<file path="src/rtl/sc_level_progress_counter_pkg.sv">
// Shared definitions for the level progress counter and the level state machine.
package sc_level_progress_counter_pkg;

    typedef enum logic [2:0] {
        ST_IDLE    = 3'd0,
        ST_PLAY    = 3'd1,
        ST_ADVANCE = 3'd2,
        ST_HOLD    = 3'd3,
        ST_DONE    = 3'd4
    } lvl_state_t;

    localparam int unsigned LEVEL_MAX_C   = 7;
    localparam int unsigned NO_LEVEL_C    = 0;
    localparam int unsigned END_LEVEL_C   = 7;

    // Progress thresholds the level FSM compares LvlProgressCount_Out against.
    localparam int unsigned PROGRESS_THRESH_LO_C  = 18;
    localparam int unsigned PROGRESS_THRESH_MID_C = 23;
    localparam int unsigned PROGRESS_THRESH_HI_C  = 30;

endpackage

</file>
<file path="src/rtl/sc_level_progress_counter_progress.sv">
// Saturating progress counter: a shift strobe arms one increment, a later count strobe commits it.
module sc_progress_counter
    import sc_level_progress_counter_pkg::*;
#(
    parameter int unsigned WIDTH = 5
) (
    input  logic             clk,
    input  logic             rst,
    input  logic             clear,
    input  logic             enable,
    input  logic             shift_low,
    input  logic             count_low,
    output logic [WIDTH-1:0] count
);

    logic [WIDTH-1:0] count_q, count_d;
    logic             pending_q, pending_d;

    // Next count/pending: clear wins, then strobes apply only while enabled.
    always_comb begin
        count_d   = count_q;
        pending_d = pending_q;
        if (clear) begin
            count_d   = '0;
            pending_d = 1'b0;
        end else if (enable) begin
            // Count consumes the pending flag held on entry to this cycle.
            if (!count_low && pending_q && (count_q != '1)) begin
                count_d = count_q + WIDTH'(1);
            end
            if (!shift_low) begin
                pending_d = 1'b1;
            end else if (!count_low) begin
                pending_d = 1'b0;
            end
        end
    end

    // Counter and pending flag registers.
    always_ff @(posedge clk or posedge rst) begin
        if (rst) begin
            count_q   <= '0;
            pending_q <= 1'b0;
        end else begin
            count_q   <= count_d;
            pending_q <= pending_d;
        end
    end

    assign count = count_q;

endmodule

</file>
<file path="src/rtl/sc_level_progress_counter.sv">
// Level sequencing and progress register bank behind the level state machine.
module sc_level_progress_counter
    import sc_level_progress_counter_pkg::*;
#(
    parameter int unsigned LEVEL_DATAWIDTH    = 3,
    parameter int unsigned PROGRESS_DATAWIDTH = 5,
    parameter int unsigned LEVEL_MAX          = LEVEL_MAX_C
) (
    input  logic                          SC_LEVEL_STATEMACHINE_CLOCK_50,
    input  logic                          SC_LEVEL_STATEMACHINE_RESET_InHigh,
    input  logic                          Start_InLow,
    input  logic                          ProgressShift_InLow,
    input  logic                          ProgressCount_InLow,
    input  logic                          LevelFinished_InLow,
    input  logic                          FinishedGame_InLow,
    output logic [LEVEL_DATAWIDTH-1:0]    CurrentLevel_Out,
    output logic [PROGRESS_DATAWIDTH-1:0] LvlProgressCount_Out,
    output logic                          LevelAdvance_OutLow,
    output logic                          GameOver_OutHigh
);

    localparam logic [LEVEL_DATAWIDTH-1:0] LVL_MAX  = LEVEL_DATAWIDTH'(LEVEL_MAX);
    localparam logic [LEVEL_DATAWIDTH-1:0] LVL_NONE = LEVEL_DATAWIDTH'(NO_LEVEL_C);
    localparam logic [LEVEL_DATAWIDTH-1:0] LVL_ONE  = LEVEL_DATAWIDTH'(1);

    lvl_state_t                 state_q, state_d;
    logic [LEVEL_DATAWIDTH-1:0] level_q, level_d;
    logic                       adv_low_q, adv_low_d;
    logic                       game_over_q, game_over_d;
    logic                       prog_clear;
    logic                       prog_enable;

    // Next state, level and progress-counter controls; exits from PLAY discard that cycle's strobes.
    always_comb begin
        state_d     = state_q;
        level_d     = level_q;
        prog_clear  = 1'b0;
        prog_enable = 1'b0;
        case (state_q)
            ST_IDLE: begin
                prog_clear = 1'b1;
                level_d    = LVL_NONE;
                if (!Start_InLow) begin
                    state_d = ST_PLAY;
                    level_d = LVL_ONE;
                end
            end
            ST_PLAY: begin
                if (!FinishedGame_InLow) begin
                    state_d = ST_DONE;
                end else if (!LevelFinished_InLow) begin
                    state_d = ST_ADVANCE;
                end else begin
                    prog_enable = 1'b1;
                end
            end
            ST_ADVANCE: begin
                prog_clear = 1'b1;
                if (level_q != LVL_MAX) begin
                    level_d = level_q + LVL_ONE;
                end
                state_d = (level_d == LVL_MAX) ? ST_DONE : ST_HOLD;
            end
            ST_HOLD: begin
                if (!FinishedGame_InLow) begin
                    state_d = ST_DONE;
                end else if (LevelFinished_InLow) begin
                    state_d = ST_PLAY;
                end
            end
            ST_DONE: begin
                state_d = ST_DONE;
            end
            default: begin
                state_d = ST_IDLE;
            end
        endcase
        // Outputs are registered from the next state so they line up with the state register.
        adv_low_d   = (state_d != ST_ADVANCE);
        game_over_d = (state_d == ST_DONE);
    end

    // State, level and output registers.
    always_ff @(posedge SC_LEVEL_STATEMACHINE_CLOCK_50 or posedge SC_LEVEL_STATEMACHINE_RESET_InHigh) begin
        if (SC_LEVEL_STATEMACHINE_RESET_InHigh) begin
            state_q     <= ST_IDLE;
            level_q     <= '0;
            adv_low_q   <= 1'b1;
            game_over_q <= 1'b0;
        end else begin
            state_q     <= state_d;
            level_q     <= level_d;
            adv_low_q   <= adv_low_d;
            game_over_q <= game_over_d;
        end
    end

    sc_progress_counter #(
        .WIDTH (PROGRESS_DATAWIDTH)
    ) u_progress (
        .clk       (SC_LEVEL_STATEMACHINE_CLOCK_50),
        .rst       (SC_LEVEL_STATEMACHINE_RESET_InHigh),
        .clear     (prog_clear),
        .enable    (prog_enable),
        .shift_low (ProgressShift_InLow),
        .count_low (ProgressCount_InLow),
        .count     (LvlProgressCount_Out)
    );

    assign CurrentLevel_Out    = level_q;
    assign LevelAdvance_OutLow = adv_low_q;
    assign GameOver_OutHigh    = game_over_q;

endmodule

</file>
<file path="config.mk">
export PLATFORM = sky130hd
export DESIGN_NAME = sc_level_progress_counter
export DESIGN_NICKNAME = d
export VERILOG_FILES = /design/src/rtl/sc_level_progress_counter_pkg.sv /design/src/rtl/sc_level_progress_counter_progress.sv /design/src/rtl/sc_level_progress_counter.sv
export SDC_FILE = /design/constraint.sdc
export NUM_CORES = 1
export LEC_CHECK = 0
export ABC_AREA = 1
export BUFFER_PORTS_ARGS = -buffer_cell sky130_fd_sc_hd__buf_2
export CAP_MARGIN = 20
export CORE_MARGIN = 3
export CORE_UTILIZATION = 55
export CTS_CLUSTER_DIAMETER = 150
export CTS_CLUSTER_SIZE = 14
export DETAILED_ROUTE_END_ITERATION = 10
export PLACE_DENSITY = 0.9
export SLEW_MARGIN = 25
export SYNTH_ARGS = -nofsm -noshare
export SYNTH_HDL_FRONTEND = slang
export SYNTH_SLANG_ARGS = --single-unit
</file>
<file path="constraint.sdc">
create_clock -name SC_LEVEL_STATEMACHINE_CLOCK_50 -period 3.5 [get_ports SC_LEVEL_STATEMACHINE_CLOCK_50]
set_input_delay 0.7 -clock SC_LEVEL_STATEMACHINE_CLOCK_50 [delete_from_list [all_inputs] [get_ports SC_LEVEL_STATEMACHINE_CLOCK_50]]
set_output_delay 0.7 -clock SC_LEVEL_STATEMACHINE_CLOCK_50 [all_outputs]
set_load 0.1 [all_outputs]
</file>
======== Word-level counts from Yosys, hierarchy flattened ========
Cells that the tools add are included.
word-level totals
  flip-flop bits (word level) ............. 14
  latch bits .............................. 0
  RAM bits ................................ 0
  bits in read-only memories .............. 0
  input bits .............................. 7
  output and inout port bits .............. 10
  word-level logic and storage cells ...... 50
  memories ................................ 0
operators by class
  add/subtract/negate cells ............... 2
  $mul .................................... 0
  divide/modulo/power cells ............... 0
  order comparisons ....................... 0
  eq/ne operators ......................... 10
  shift-type cells ........................ 0
  multiplexer cells ....................... 22
  bitwise operators ....................... 0
  reductions and logical operators ........ 10
operators with widths
  cell                                                 number
  two-way mux 3 bit                                    8
  two-way mux 5 bit                                    3
  one-hot mux 3 bit (5 select lines)                   1
  equality test 3 bit, second input constant           3
  two-way mux 1 bit                                    9
  equality test 3 x 2 -> 1 bit, second input constant  2
  != test 3 x 2 -> 1 bit, second input constant        2
  one-hot mux 3 bit (2 select lines)                   1
  nonzero test 2 bit                                   3
  adder 5 x 1 -> 5 bit, second input constant          1
  != test 5 bit, second input constant                 1
  AND reduction 2 bit                                  2
  adder 3 x 1 -> 3 bit, second input constant          1
  equality test 3 x 1 -> 1 bit, second input constant  1
  zero test 3 bit                                      1
  != test 3 bit, second input constant                 1
  logical AND 1 bit                                    2
  OR reduction 2 bit                                   1
  zero test 1 bit                                      1

======== Depth between registers and ports, before layout ========
  word-level depth ........................ 7
  depth in mapped cells ................... 10
  mapped depth without buffers ............ 10

======== Modules after synthesis ========
From an unflattened synthesis, not the netlist that was laid out.
second synthesis, totals
  cells, all modules ...................... 105
  area total of the unflattened synthesis .. 789.5 um2
modules (own cells, without submodules)
  module                     instances  cells an instance  area each (um2)  seq. area each (um2)
  sc_level_progress_counter  1          62                 451.7            201.4
  sc_progress_counter        1          43                 337.8            150.1

======== Worst setup path after synthesis ========
OpenSTA, ideal clock, no wires.
  path kind ............................... register -> register
  from .................................... register u_progress.count_q[0], in the netlist u_progress.count[0]
  to ...................................... register u_progress.count_q[2], in the netlist u_progress.count[2]
  setup time .............................. 0.068 ns
  arrival time ............................ 2.033 ns
  required time ........................... 3.432 ns
  slack ................................... 1.399 ns
  cell stages (with the launch flop) ...... 11
  buffers on the path ..................... 0
  period minus slack after synthesis ...... 2.101 ns
  cells stage by stage .................... dfrtp_1 > ha_1 > nand2_1 > nor2_1 > ha_1 > inv_1 > nand2_1 > nand2_1 > nand2_2 > nand2_1 > nand2_1
between the ends
  longest elaborated chain between the ends .. 4
  elaborated cells between the ends (all ways) .. 8
  those cells by class .................... add/sub: 1; eq/ne: 1; mux: 3; reduce/logical: 3
ends and longest elaborated chain
  what                                                             line                                                                                source
  start: declaration                                               sc_level_progress_counter_progress.sv:16                                            logic [WIDTH-1:0] count_q, count_d;
  start signal: assignment                                         sc_level_progress_counter_progress.sv:45                                            count_q <= count_d;
  adder 5 x 1 -> 5 bit / != test 5 bit (equally long branches)     sc_level_progress_counter_progress.sv:29, sc_level_progress_counter_progress.sv:28
  two-way mux 5 bit / logical AND 1 bit (equally long branches)    sc_level_progress_counter_progress.sv:28                                            if (!count_low && pending_q && (count_q != '1)) begin
  two-way mux 5 bit / nonzero test 2 bit (equally long branches)   n/a
  two-way mux 5 bit / AND reduction 2 bit (equally long branches)  n/a
Parallel ways exist; a longest one is shown, timed or not. The select of a mux whose other input is x is not followed.
A chain may end at the register's enable or synchronous reset.

======== Worst setup path after layout ========
  from .................................... register adv_low_q, in the netlist LevelAdvance_OutLow
  to ...................................... output LevelAdvance_OutLow
RTL lines
  what                      line                             source
  start: declaration        sc_level_progress_counter.sv:28  logic adv_low_q, adv_low_d;
  start signal: assignment  sc_level_progress_counter.sv:93  adv_low_q <= adv_low_d;
  end: declaration          sc_level_progress_counter.sv:18  output logic LevelAdvance_OutLow,
No word-level cell between the ends.

==> impl_metrics.json <==
{
  "cp_slowest_stage_delay_ns": 0.52,
  "fin_nets": 139,
  "via_per_inst": 5.24,
  "tightest_slew_ns": 0.526,
  "cpLargestDelayFamily": "flip-flops",
  "crit_cells": 1,
  "synth_seq_cells": 14,
  "die-area_um2": 1950,
  "setup-violations-final": 0,
  "cts.repair.resized": 0,
  "h-tree-depth": 1,
  "crit_buf_inv": 1,
  "postLayoutSetupSlackWorst_ns": 1.61,
  "powerDensity_nw_per_um2": 815,
  "leakagePower_nw": 0.532,
  "syn_inst": 108,
  "wl_per_cell_um": 12.1,
  "gp_congestion": 0.796,
  "grt_max_degree": 15,
  "synth_area_um2": 802,
  "grt_pass1_vias": 732,
  "clock_skew_ns": 0.0127,
  "ios": 17,
  "die_h_um": 44.2,
  "hold_viol_final": 0,
  "timing.rr.start": "u_progress.count[0]",
  "die_w_um": 44.2,
  "start_util": 0.601,
  "r2r-end": "u_progress.count[0]",
  "diodes": 0,
  "syn_avg_cell_area_um2": 7.43,
  "drt_wl_total_um": 1740,
  "root_buffer": "clkbuf_4",
  "endpoint_kind": "output port",
  "critPathKind": "reg2out",
  "slowest_stage": "dfstp_2",
  "antenna_found_initial": 0,
  "synth_cell_types": 21,
  "grt_overflow": 0,
  "r2r_cells": 10,
  "yosysWarnings": 0,
  "synth_nets": 118,
  "cts.sinks": 14,
  "rsz0062_at_grt": "no",
  "cts_tree": "done",
  "rrSetupSlack_ns": 1.95,
  "area_delta_synth_final_pct": 15.6,
  "worst_skew_pair.late_latency_ns": 0.27,
  "hold_path.class": "in2async",
  "max_cap_viol_count": 0,
  "layout-drive-gt1-share": 0.211,
  "max-vdd-ir-drop_uv": 507,
  "cts_setup_buffers": 0,
  "cts_buffers": 3,
  "fmax_mhz": 529,
  "grt_pass1_wl_um": 3020,
  "timing.slew.headroom": 0.649,
  "start_kind": "register",
  "num-fill-cells": 122,
  "post-dp-hpwl_um": 1400,
  "crit_fanout": 1,
  "fp-row-count": 13,
  "drc": 0,
  "final_common_cell": "nand2_1",
  "dr.first_iter.drc_count": 12,
  "slew_violations": 0,
  "dp_slack_ns": 1.90,
  "status": "finished, final reports clean",
  "required_ns": 2.80,
  "postRouteAntennaNets": 0,
  "fin_crit_ns": 1.89,
  "seq_area_frac_synth": 0.438,
  "core_um2": 1330,
  "drt_pass1_iterations": 4,
  "finalSetupTns_ns": 0,
  "mostFrequentLayoutCells": "nand2_1 (39), buf_2 (16), inv_1 (14)",
  "holdBufCountCts": 0,
  "clk_pin_slew_ns": 0.09,
  "portBuffers": 16,
  "cp_data_arrival_time_ns": 1.19,
  "num_vias": 749,
  "clockBufferDepth": 2,
  "worstPathCellList": "buf_2",
  "grt.total_usage": 0.209,
  "final.period_utilization": 0.540
}
==> worst reg2reg max path, delay by kind of cell (launching register included) <==
family                   cells  cell delay [ns]
adder cells (fa/ha/maj)      2             0.41
buffers and inverters        1             0.05
AND/OR/NAND/NOR              7             0.54
flip-flops                   1             0.44
==> synth_stat cells, drive strengths merged <==
| library cell | instances | area [um^2] |
|---|---|---|
| nand2 | 41 | 159 |
| inv | 14 | 52.6 |
| dfrtp | 13 | 325 |
| nor2 | 12 | 55.1 |
| nand3 | 8 | 45.0 |
| o21ai | 4 | 20.0 |
| ha | 3 | 37.5 |
| nand4 | 3 | 18.8 |
| a21oi | 2 | 10.0 |
| and2 | 1 | 7.51 |
| and3 | 1 | 6.26 |
| dfstp | 1 | 26.3 |
| nor3 | 1 | 5.00 |
| o211ai | 1 | 7.51 |
| o21bai | 1 | 11.3 |
| or2 | 1 | 6.26 |
| xor2 | 1 | 8.76 |
==> per-layer routing <==
metal / track usage / vias up / wire (um) / part of all wire
li1: - / 383 / - / -
met1: 0.234 / 347 / 709 / 0.41
met2: 0.390 / 17 / 943 / 0.54
met3: 0.0325 / 2 / 70 / 0.040
met4: 0.0783 / 0 / 12 / 0.0069
met5: 0 / - / 0 / 0
==> where the power goes <==
part / total [W] / switching, W / internal [W] / leakage [nW]
Clock: 0.0000930 / 0.0000489 / 0.0000441 / 0.0150
Sequential: 0.000249 / 0.0000468 / 0.000202 / 0.184
Combinational: 0.000414 / 0.000322 / 0.0000926 / 0.333
Total: 0.000756 / 0.000417 / 0.000339 / 0.532
==> worst max path at each step <==
stage                              from                      end  slack, ns
floorplan           u_progress.count[0]      u_progress.count[2]       1.40
global placement    LevelAdvance_OutLow      LevelAdvance_OutLow       1.90
detailed placement  LevelAdvance_OutLow      LevelAdvance_OutLow       1.90
CTS                 LevelAdvance_OutLow      LevelAdvance_OutLow       1.60
global route        u_progress.count[2]  LvlProgressCount_Out[2]       1.56
finish              LevelAdvance_OutLow      LevelAdvance_OutLow       1.61
==> sequential cells by signal, summed over array words and instances, names as in the netlist <==
signal / cells
CurrentLevel_Out: 3
LevelAdvance_OutLow: 1
state_q: 3
u_progress.pending_q: 1
GameOver_OutHigh: 1
u_progress.count: 5
==> per-stage QoR <==
stage               std cells  utilization  hold slack, ns  area, um^2  power (W)
global route              143        0.695           0.475         927   0.000816
finish                    143        0.695           0.442         927   0.000756
global placement          139        0.675           0.458         901   0.000639
CTS                       143        0.695           0.465         927   0.000760
detailed placement        139        0.675           0.458         901   0.000666
floorplan                 108            -           0.441         802   0.000580
==> final cells by class <==
cell class / count / area, um^2 / area share
inverters: 14 / 52.6 / 0.0567
flip-flops and latches: 14 / 352 / 0.379
well taps: 15 / 18.8 / 0.0202
multi-input cells: 80 / 398 / 0.429
clock buffers: 4 / 26.3 / 0.0283
repair buffers: 16 / 80.1 / 0.0864
==> cell families after synthesis <==
group,synth area share
DFF,0.438
xor gates and xnor gates,0.0109
and+or+nand+nor,0.378
adders and majority gates,0.0468
AOI/OAI and AO/OA,0.0608
buffers and inverters,0.0655
Power figures use the tool's default switching activity.
